**src/rtl/vga_rect_overlay.sv**
```systemverilog
// rtl/vga_rect_overlay.sv - VGA timing generator with shadowed, priority-ordered rectangle overlay
// Optional feature macro: RECT_OUTLINE_EN (adds cfg_outline and outline-only rectangles)
module vga_rect_overlay #(
    parameter int H_VISIBLE = 640,
    parameter int H_FRONT   = 16,
    parameter int H_SYNC    = 96,
    parameter int H_BACK    = 48,
    parameter int V_VISIBLE = 480,
    parameter int V_FRONT   = 10,
    parameter int V_SYNC    = 2,
    parameter int V_BACK    = 33,
    parameter int SYNC_POL  = 0,
    parameter int RECTS     = 4,
    parameter int CW        = 1,
    parameter int XW        = 10,
    localparam int IW       = (RECTS > 1) ? $clog2(RECTS) : 1
) (
    input  logic            clock,
    input  logic            reset,
    input  logic            cfg_we,
    input  logic [IW-1:0]   cfg_idx,
    input  logic [XW-1:0]   cfg_x0,
    input  logic [XW-1:0]   cfg_y0,
    input  logic [XW-1:0]   cfg_x1,
    input  logic [XW-1:0]   cfg_y1,
    input  logic [3*CW-1:0] cfg_rgb,
    input  logic            cfg_en,
`ifdef RECT_OUTLINE_EN
    input  logic            cfg_outline,
`endif
    input  logic [3*CW-1:0] bg_rgb,
    output logic            vga_hsync,
    output logic            vga_vsync,
    output logic [CW-1:0]   vga_r,
    output logic [CW-1:0]   vga_g,
    output logic [CW-1:0]   vga_b,
    output logic            frame_start
);
    localparam int H_TOTAL  = H_VISIBLE + H_FRONT + H_SYNC + H_BACK;
    localparam int V_TOTAL  = V_VISIBLE + V_FRONT + V_SYNC + V_BACK;
    localparam int HS_START = H_VISIBLE + H_FRONT;
    localparam int HS_END   = HS_START + H_SYNC;
    localparam int VS_START = V_VISIBLE + V_FRONT;
    localparam int VS_END   = VS_START + V_SYNC;
    localparam logic SYNC_ACT = (SYNC_POL != 0);
    localparam logic [IW:0] RECT_CNT = (IW+1)'(RECTS);

    typedef struct packed {
        logic            en;
        logic [XW-1:0]   x0;
        logic [XW-1:0]   y0;
        logic [XW-1:0]   x1;
        logic [XW-1:0]   y1;
        logic [3*CW-1:0] rgb;
    } rect_t;

    logic [XW-1:0]   hcnt, vcnt;
    logic            commit, idx_ok, hs_on, vs_on;
    rect_t           shadow [RECTS];
    rect_t           active [RECTS];
    logic [RECTS-1:0] hit, hit_s1;
    logic            vis_s1, hs_s1, vs_s1, hs_s2, vs_s2;
    logic [3*CW-1:0] pix, rgb_s2;
`ifdef RECT_OUTLINE_EN
    logic [RECTS-1:0] shadow_ol, active_ol;
`endif

    always_ff @(posedge clock or negedge reset) begin
        if (!reset) begin
            hcnt <= '0;
            vcnt <= '0;
        end else if (int'(hcnt) == H_TOTAL - 1) begin
            hcnt <= '0;
            if (int'(vcnt) == V_TOTAL - 1)
                vcnt <= '0;
            else
                vcnt <= vcnt + 1'b1;
        end else begin
            hcnt <= hcnt + 1'b1;
        end
    end

    // Commit on the first blanking line so the whole visible frame uses one set.
    assign commit      = (hcnt == '0) && (int'(vcnt) == V_VISIBLE);
    assign frame_start = commit;
    assign idx_ok      = ({1'b0, cfg_idx} < RECT_CNT);

    always_ff @(posedge clock or negedge reset) begin
        if (!reset) begin
            for (int i = 0; i < RECTS; i++) begin
                shadow[i] <= '0;
                active[i] <= '0;
            end
`ifdef RECT_OUTLINE_EN
            shadow_ol <= '0;
            active_ol <= '0;
`endif
        end else begin
            if (commit) begin
                for (int i = 0; i < RECTS; i++)
                    active[i] <= shadow[i];
`ifdef RECT_OUTLINE_EN
                active_ol <= shadow_ol;
`endif
            end
            if (cfg_we && idx_ok) begin
                shadow[cfg_idx] <= '{en: cfg_en, x0: cfg_x0, y0: cfg_y0,
                                     x1: cfg_x1, y1: cfg_y1, rgb: cfg_rgb};
`ifdef RECT_OUTLINE_EN
                shadow_ol[cfg_idx] <= cfg_outline;
`endif
            end
        end
    end

    // An inverted rectangle (x0>x1 or y0>y1) can never satisfy both bounds.
    always_comb begin
        hit = '0;
        for (int i = 0; i < RECTS; i++) begin
            hit[i] = active[i].en
                  && (hcnt >= active[i].x0) && (hcnt <= active[i].x1)
                  && (vcnt >= active[i].y0) && (vcnt <= active[i].y1)
`ifdef RECT_OUTLINE_EN
                  && (!active_ol[i] || (hcnt == active[i].x0) || (hcnt == active[i].x1)
                      || (vcnt == active[i].y0) || (vcnt == active[i].y1))
`endif
                  ;
        end
    end

    assign hs_on = (int'(hcnt) >= HS_START) && (int'(hcnt) < HS_END);
    assign vs_on = (int'(vcnt) >= VS_START) && (int'(vcnt) < VS_END);

    always_ff @(posedge clock or negedge reset) begin
        if (!reset) begin
            hit_s1 <= '0;
            vis_s1 <= 1'b0;
            hs_s1  <= ~SYNC_ACT;
            vs_s1  <= ~SYNC_ACT;
        end else begin
            hit_s1 <= hit;
            vis_s1 <= (int'(hcnt) < H_VISIBLE) && (int'(vcnt) < V_VISIBLE);
            hs_s1  <= hs_on ? SYNC_ACT : ~SYNC_ACT;
            vs_s1  <= vs_on ? SYNC_ACT : ~SYNC_ACT;
        end
    end

    always_comb begin
        pix = bg_rgb;
        for (int i = RECTS - 1; i >= 0; i--)
            if (hit_s1[i]) pix = active[i].rgb;
        if (!vis_s1) pix = '0;
    end

    always_ff @(posedge clock or negedge reset) begin
        if (!reset) begin
            rgb_s2 <= '0;
            hs_s2  <= ~SYNC_ACT;
            vs_s2  <= ~SYNC_ACT;
        end else begin
            rgb_s2 <= pix;
            hs_s2  <= hs_s1;
            vs_s2  <= vs_s1;
        end
    end

    assign vga_hsync = hs_s2;
    assign vga_vsync = vs_s2;
    assign vga_r     = rgb_s2[3*CW-1 -: CW];
    assign vga_g     = rgb_s2[2*CW-1 -: CW];
    assign vga_b     = rgb_s2[CW-1 -: CW];
endmodule

```
**config.mk**
```make
export PLATFORM = sky130hd
export DESIGN_NAME = vga_rect_overlay
export DESIGN_NICKNAME = d
export VERILOG_FILES = /design/src/rtl/vga_rect_overlay.sv
export SDC_FILE = /design/constraint.sdc
export NUM_CORES = 1
export LEC_CHECK = 0
export CELL_PAD_IN_SITES_DETAIL_PLACEMENT = 1
export CELL_PAD_IN_SITES_GLOBAL_PLACEMENT = 1
export CORE_ASPECT_RATIO = 0.75
export CORE_MARGIN = 3
export CORE_UTILIZATION = 50
export DETAILED_ROUTE_END_ITERATION = 16
export PLACE_DENSITY_LB_ADDON = 0.1
export REMOVE_ABC_BUFFERS = 1
export SKIP_CTS_REPAIR_TIMING = 1
export SLEW_MARGIN = 20
export SYNTH_ARGS = -nofsm -noshare
export SYNTH_HDL_FRONTEND = slang
export SYNTH_SLANG_ARGS = --single-unit
```
**constraint.sdc**
```tcl
create_clock -name clock -period 4.95 [get_ports clock]
set_input_delay 1.2375 -clock clock [delete_from_list [all_inputs] [get_ports clock]]
set_output_delay 1.2375 -clock clock [all_outputs]
set_load 0.02 [all_outputs]
```
==> results.sh, run 1 <==
export IMPL_status="finished clean"
export IMPL_fmax_mhz=248
export IMPL_ant_nets=0
export IMPL_antenna_found_initial=2
export IMPL_p_comb_share_pct=6.5
export IMPL_setup_viol=0
export IMPL_cts_tree="done"
export IMPL_r2r_slack_ns=1.98
export IMPL_fin_crit_sh_pct=81.6
export IMPL_routedWlPerCell_um=21.4
export IMPL_sequentialPowerShare_pct=50.5
export IMPL_grt_pass1_wl_um=73300
export IMPL_first_pass_iters=6
export IMPL_drt_wl_total_um=45500
export IMPL_via_per_inst=5.72
export IMPL_power_leakage_nw=9.26
export IMPL_overflow=0
export IMPL_yosys_warnings=0
export IMPL_path_max_fanout=10
export IMPL_nNetsFinal=1862
export IMPL_finClkSkew_ns=0.0126
export IMPL_cts_buffers=40
export IMPL_io_pins=58
export IMPL_core_region_area_um2=35400
export IMPL_netlist_instances=1582
export IMPL_finalWeightedCongestion=0.865
export IMPL_synth_cell_types=58
export IMPL_net_switching_power_mw=1.54
export IMPL_num_antenna_cells=0
export IMPL_dp_cells=2060
export IMPL_die_h_um=172
export IMPL_drive_above_1_share_pct=17.6
export IMPL_syn_area_um2=18300
export IMPL_final_cells=2129
export IMPL_synth_area_per_cell_um2=11.6
export IMPL_clk_latency_ns=0.53
export IMPL_grt_util_all_layers_pct=24.1
export IMPL_htree_levels=2
export IMPL_hold_viol=0
export IMPL_drc=0
export IMPL_ys_ff_latch=384
export IMPL_tightest_slew_ns=0.956
export IMPL_end_kind="primary output"
export IMPL_p_sw_share_pct=21.9
export IMPL_crit_chain="inv_1 -> ha_1 -> nand2_1 -> nor3_1 -> and4_1 -> clkdlybuf4s50_1"
export IMPL_first_global_vias=13300
export IMPL_arrival_ns=2.80
export IMPL_critPathKind="reg -> out"
export IMPL_slew_violations=0
export IMPL_route_vias_total=12200
export IMPL_critPathSlowestCell="clkdlybuf4s50_1"
export IMPL_async_flop_share_pct=100
export IMPL_cts_buffer_depth=3
export IMPL_num_rows=59
export IMPL_drt_iter0_markers=572
export IMPL_final_core_util_pct=58.3
export IMPL_slowest_delay_ns=0.64
export IMPL_crit_buf_inv=2
export IMPL_worst_path_dominant_cell_family="buffers and inverters"
export IMPL_cts_sinks=384
export IMPL_slew_headroom_pct=35.4
export IMPL_syn2layout_area_growth_pct=12.7
export IMPL_clkTransAtPathRegs_ns=0.06
export IMPL_synthFlopType="dfrtp_1"
export IMPL_fin_crit_ns=4.04
export IMPL_die_width_um=227
export IMPL_p_int_mw=5.50
export IMPL_power_density_nw_per_um2=342
export IMPL_io_buffers=57
export IMPL_holdCritPathClass="reg -> reg"
export IMPL_ir_worst_vdd_mv=0.202
export IMPL_hpwl_um=30600
export IMPL_pwr_share_clk_pct=43.0
export IMPL_required_ns=3.71
export IMPL_max_cap_viol_count=0
export IMPL_cts_root_buf="clkbuf_16"
export IMPL_grt_max_degree=108
export IMPL_synth_edf_count=0
export IMPL_worstSetupStartpointType="flop"
export IMPL_place_area_um2=19300
export IMPL_rsz0062_at_grt="no"
export IMPL_yosysSeqAreaShare_pct=52.6
export IMPL_start_util_pct=51.7
export IMPL_design_area_um2=20600
export IMPL_dieArea_um2=38900
## flip-flops by register name, summed over array words and instances, names as in the netlist
| signal | cells |
|---|---|
| active | 176 |
| hcnt | 10 |
| hit_s1 | 4 |
| hs_s1 | 1 |
| rgb_s2 | 3 |
| shadow | 176 |
| vcnt | 10 |
| vga_hsync | 1 |
| vga_vsync | 1 |
| vis_s1 | 1 |
| vs_s1 | 1 |
## area by class of cell
cell class / instances / area, µm²
Sequential cell: 384 / 9610
Clock inverter: 11 / 159
Tap cell: 457 / 572
Fill cell: 3670 / 14800
Multi-Input combinational cell: 977 / 7710
Clock buffer: 58 / 1150
Timing Repair Buffer: 80 / 798
Inverter: 162 / 608
## final timing paths
path | startpoint | end | depth (start not counted)
max | vcnt[0] | frame_start | 6
min | hs_s1 | vga_hsync | 0
max reg2reg | vcnt[0] | active[47] | 7
min reg2reg | hs_s1 | vga_hsync | 0
max in group asynchronous | reset | active[153] | 2
min in group asynchronous | reset | shadow[1] | 1
## power groups by stage
stage	clock [mW]	combinational (mW)	sequential [mW]
after floorplan	0	0.280	3.56
after global placement	0	0.437	3.59
after detailed placement	0	0.462	3.61
after CTS	3.11	0.467	3.56
after global routing	3.25	0.504	3.59
final	3.03	0.455	3.56
## cells by family (layout without fill, tap and decap cells)
family,after synthesis,in the layout,share of synthesized area (%)
xor gates and xnor gates,7,7,0.335
buffers and inverters,221,311,5.38
AOI/OAI and AO/OA,295,295,9.52
DFF,384,384,52.6
and+or+nand+nor,296,296,7.75
adders and majority gates,165,165,11.3
muxes,214,214,13.1
## layer usage
| metal | part of all wire, % | global-route usage [%] |
|---|---|---|
| met5 | 0.059 | 0 |
| met3 | 3.2 | 3.82 |
| met2 | 47 | 39.5 |
| met1 | 48 | 34.0 |
| met4 | 1.9 | 5.87 |
## cells in the mapped netlist, types with 7 or more instances
cell type / count / share of area, %
dfrtp_1: 380 / 52
mux2_2: 196 / 12
o21ai_0: 183 / 5.0
nand2_1: 166 / 3.4
ha_1: 165 / 11
inv_1: 162 / 3.3
a21oi_1: 29 / 0.79
nand4_1: 25 / 0.86
nor2_1: 25 / 0.51
nand3_1: 21 / 0.57
buf_2: 20 / 0.55
buf_4: 19 / 0.78
nor3_1: 17 / 0.47
a211oi_1: 16 / 0.66
a21o_1: 16 / 0.66
clkbuf_1: 12 / 0.25
mux2_1: 12 / 0.74
o2111a_1: 8 / 0.49
o31ai_1: 7 / 0.29
## stage by stage
stage | setup TNS, ns | power (mW) | setup slack [ns] | hold slack (ns)
global route | 0 | 7.34 | 0.701 | 0.366
floorplan | -276.60 | 3.84 | -1.79 | 0.345
detailed placement | 0 | 4.07 | 1.44 | 0.348
finish | 0 | 7.04 | 0.910 | 0.359
global placement | 0 | 4.03 | 1.51 | 0.346
CTS | 0 | 7.13 | 0.865 | 0.362
## placed cells by master, fill, tap and decap left out, drive strengths merged, types with 4 or more instances in the layout
cell type and n:
mux2i 6, a221o 4, inv 162, nor3b 5, dfrtp 380, nand4 26, a211oi 16, a41oi 4
ha 165, and2 4, xor2 5, o41ai 4, nand2b 5, clkinv 7, o21ai 186, nor3 18
buf 24, o2111a 8, nor2 26, clkdlybuf4s50 56, a21oi 29, nand2 166, and3 5, or3 5
clkbuf 58, o311ai 4, mux2 208, nand3 22, a21o 16, o21a 4, nor4 4, dfstp 4
a221oi 4, bufinv 4, o31ai 7, a2111oi 4
No activity file was read; power rests on OpenSTA's default activity.
==> run 2: changes to the inputs <==
--- a/config.mk
+++ b/config.mk
@@ -9,7 +9,7 @@
 export CELL_PAD_IN_SITES_GLOBAL_PLACEMENT = 1
 export CORE_ASPECT_RATIO = 0.75
 export CORE_MARGIN = 3
-export CORE_UTILIZATION = 50
+export CORE_UTILIZATION = 45
 export DETAILED_ROUTE_END_ITERATION = 16
 export PLACE_DENSITY_LB_ADDON = 0.1
 export REMOVE_ABC_BUFFERS = 1
==> constraint.sdc (replaced) <==
create_clock -name clock -period 3.63 [get_ports clock]
set_input_delay 0.9075 -clock clock [delete_from_list [all_inputs] [get_ports clock]]
set_output_delay 0.9075 -clock clock [all_outputs]
set_load 0.02 [all_outputs]
==> run 2 against run 1 <==
Net effect:
- critical path depth is the same
- sequential cell count is the same
- via count shrank 0.89%
- routed wire length shrank 1.9%
- worst hold slack is essentially flat
==> results.sh, run 2 (same netlist as run 1, synthesis figures left out) <==
export IMPL_status="finished clean"
export IMPL_p_total_mw=9.48
export IMPL_grt_pass1_wl_um=72900
export IMPL_rr_endpoint="hit_s1[1]"
export IMPL_max_cap_viol_count=0
export IMPL_routedWlPerCell_um=20.2
export IMPL_slew_violations=0
export IMPL_cts_root_buf="clkbuf_16"
export IMPL_critPathKind="reg -> out"
export IMPL_p_sw_share_pct=22.4
export IMPL_mostFrequentLayoutCell="dfrtp_1"
export IMPL_syn2layout_area_growth_pct=14.6
export IMPL_arrival_ns=2.43
export IMPL_cts_buffers=40
export IMPL_finClkSkew_ns=0.0117
export IMPL_reg2reg_from="hcnt[8]"
export IMPL_p_comb_share_pct=6.7
export IMPL_start_util_pct=45.9
export IMPL_cts_buffer_depth=3
export IMPL_route_vias_total=12100
export IMPL_hpwl_um=31200
export IMPL_cts_tree="done"
export IMPL_via_per_inst=5.45
export IMPL_power_density_nw_per_um2=452
export IMPL_clkTransAtPathRegs_ns=0.06
export IMPL_worstSetupStartpointType="flop"
export IMPL_clk_latency_ns=0.53
export IMPL_min_to="vga_hsync"
export IMPL_required_ns=2.72
export IMPL_nNetsFinal=1887
export IMPL_setup_ws_ns=0.296
export IMPL_die_h_um=181
export IMPL_p_int_mw=7.35
export IMPL_mostFrequentLayoutCells="dfrtp_1 (380), mux2_2 (196), o21ai_0 (183)"
export IMPL_num_rows=63
export IMPL_drc=0
export IMPL_finalWeightedCongestion=0.805
export IMPL_final_core_util_pct=52.6
export IMPL_rsz0062_at_grt="no"
export IMPL_fmax_mhz=300
export IMPL_htree_levels=2
export IMPL_io_pins=58
export IMPL_overflow=0
export IMPL_fin_crit_sh_pct=91.9
export IMPL_slew_headroom_pct=27.5
export IMPL_r2r_slack_ns=0.98
export IMPL_first_global_vias=13000
export IMPL_net_switching_power_mw=2.12
export IMPL_setup_viol=0
export IMPL_holdCritPathClass="reg -> reg"
export IMPL_core_region_area_um2=39800
export IMPL_dieArea_um2=43100
export IMPL_top_regs="active x176, shadow x176"
export IMPL_sequentialPowerShare_pct=51.1
export IMPL_ir_worst_vdd_mv=0.320
export IMPL_design_area_um2=20900
export IMPL_path_max_fanout=7
export IMPL_min_delay_path_depth=0
export IMPL_place_area_um2=19700
export IMPL_power_leakage_nw=9.40
export IMPL_pwr_share_clk_pct=42.2
export IMPL_end_kind="primary output"
export IMPL_hold_viol=0
export IMPL_fin_crit_ns=3.33
export IMPL_tightest_slew_ns=1.07
export IMPL_num_antenna_cells=0
export IMPL_dp_slack_ns=0.801
export IMPL_grt_max_degree=94
export IMPL_fin_tns_setup_ns=0
export IMPL_first_pass_iters=4
export IMPL_hp_start="hs_s1"
export IMPL_die_width_um=239
export IMPL_grt_util_all_layers_pct=21.3
export IMPL_drt_iter0_markers=492
export IMPL_drive_above_1_share_pct=18.8
export IMPL_io_buffers=57
export IMPL_ant_nets=0
export IMPL_rr_worst_depth=6
export IMPL_antenna_found_initial=1
export IMPL_cts_sinks=384
export IMPL_drt_wl_total_um=44700
==> run 2: changes by cell type in the layout (fill, tap and decap cells not counted), sizes merged <==
| cell | delta |
|---|---|
| buf | +25 |
| bufinv | -3 |
| clkbuf | +2 |
| clkinv | -4 |
| clkinvlp | +3 |
| inv | +1 |
==> run 2: per-stage QoR <==
step	hold WS, ns	std cells
finish	0.360	2216
detailed placement	0.352	2148
CTS	0.360	2216
floorplan	0.345	1523
global route	0.364	2216
global placement	0.347	2148
==> run 2: power groups by stage <==
stage	Combinational, mW	Clock, mW	Sequential [mW]
2_1_floorplan	0.381	0	4.86
3_3_place_gp	0.616	0	4.90
3_5_place_dp	0.648	0	4.92
4_1_cts	0.650	4.12	4.84
5_1_grt	0.704	4.30	4.89
6_report	0.632	4.00	4.84
==> run 2: cell type report <==
class,instances,area (µm²)
Fill cell,4154,18900
Sequential cell,384,9610
Multi-Input combinational cell,977,7700
Clock buffer,60,1190
Timing Repair Buffer,105,1110
Tap cell,520,651
Inverter,162,608
Clock inverter,8,76.3
==> run 2: worst max path at each step <==
| stage | cells after the start | start | endpoint |
|---|---|---|---|
| 2_1_floorplan | 6 | vcnt[0] | active[0] |
| 3_3_place_gp | 6 | vcnt[0] | frame_start |
| 3_5_place_dp | 6 | vcnt[0] | frame_start |
| 4_1_cts | 6 | vcnt[0] | frame_start |
| 5_1_grt | 6 | vcnt[0] | frame_start |
| 6_report | 6 | vcnt[0] | frame_start |
==> run 2: routing by layer <==
layer	GRT usage [%]	wire, µm	vias to the layer above
met4	3.53	525	0
met1	32.0	22900	6207
met3	3.27	1460	42
met5	0	0	-
met2	33.2	19800	135
li1	-	-	5685
==> run 2: critical path, cell delays in order, from the launching register on <==
cell	delay (ns)
dfrtp_1	0.45
inv_1	0.11
ha_1	0.17
nand2_1	0.06
nor3_1	0.19
and4_1	0.30
clkdlybuf4s50_1	0.63
==> run 3: changes to the inputs <==
--- a/config.mk
+++ b/config.mk
@@ -14,7 +14,7 @@
 export PLACE_DENSITY_LB_ADDON = 0.1
 export REMOVE_ABC_BUFFERS = 1
 export SKIP_CTS_REPAIR_TIMING = 1
-export SLEW_MARGIN = 20
 export SYNTH_ARGS = -nofsm -noshare
 export SYNTH_HDL_FRONTEND = slang
 export SYNTH_SLANG_ARGS = --single-unit
+export TNS_END_PERCENT = 1
==> results of run 3 <==
Same layout as run 2: the final DEF is identical, and so are final timing and power.
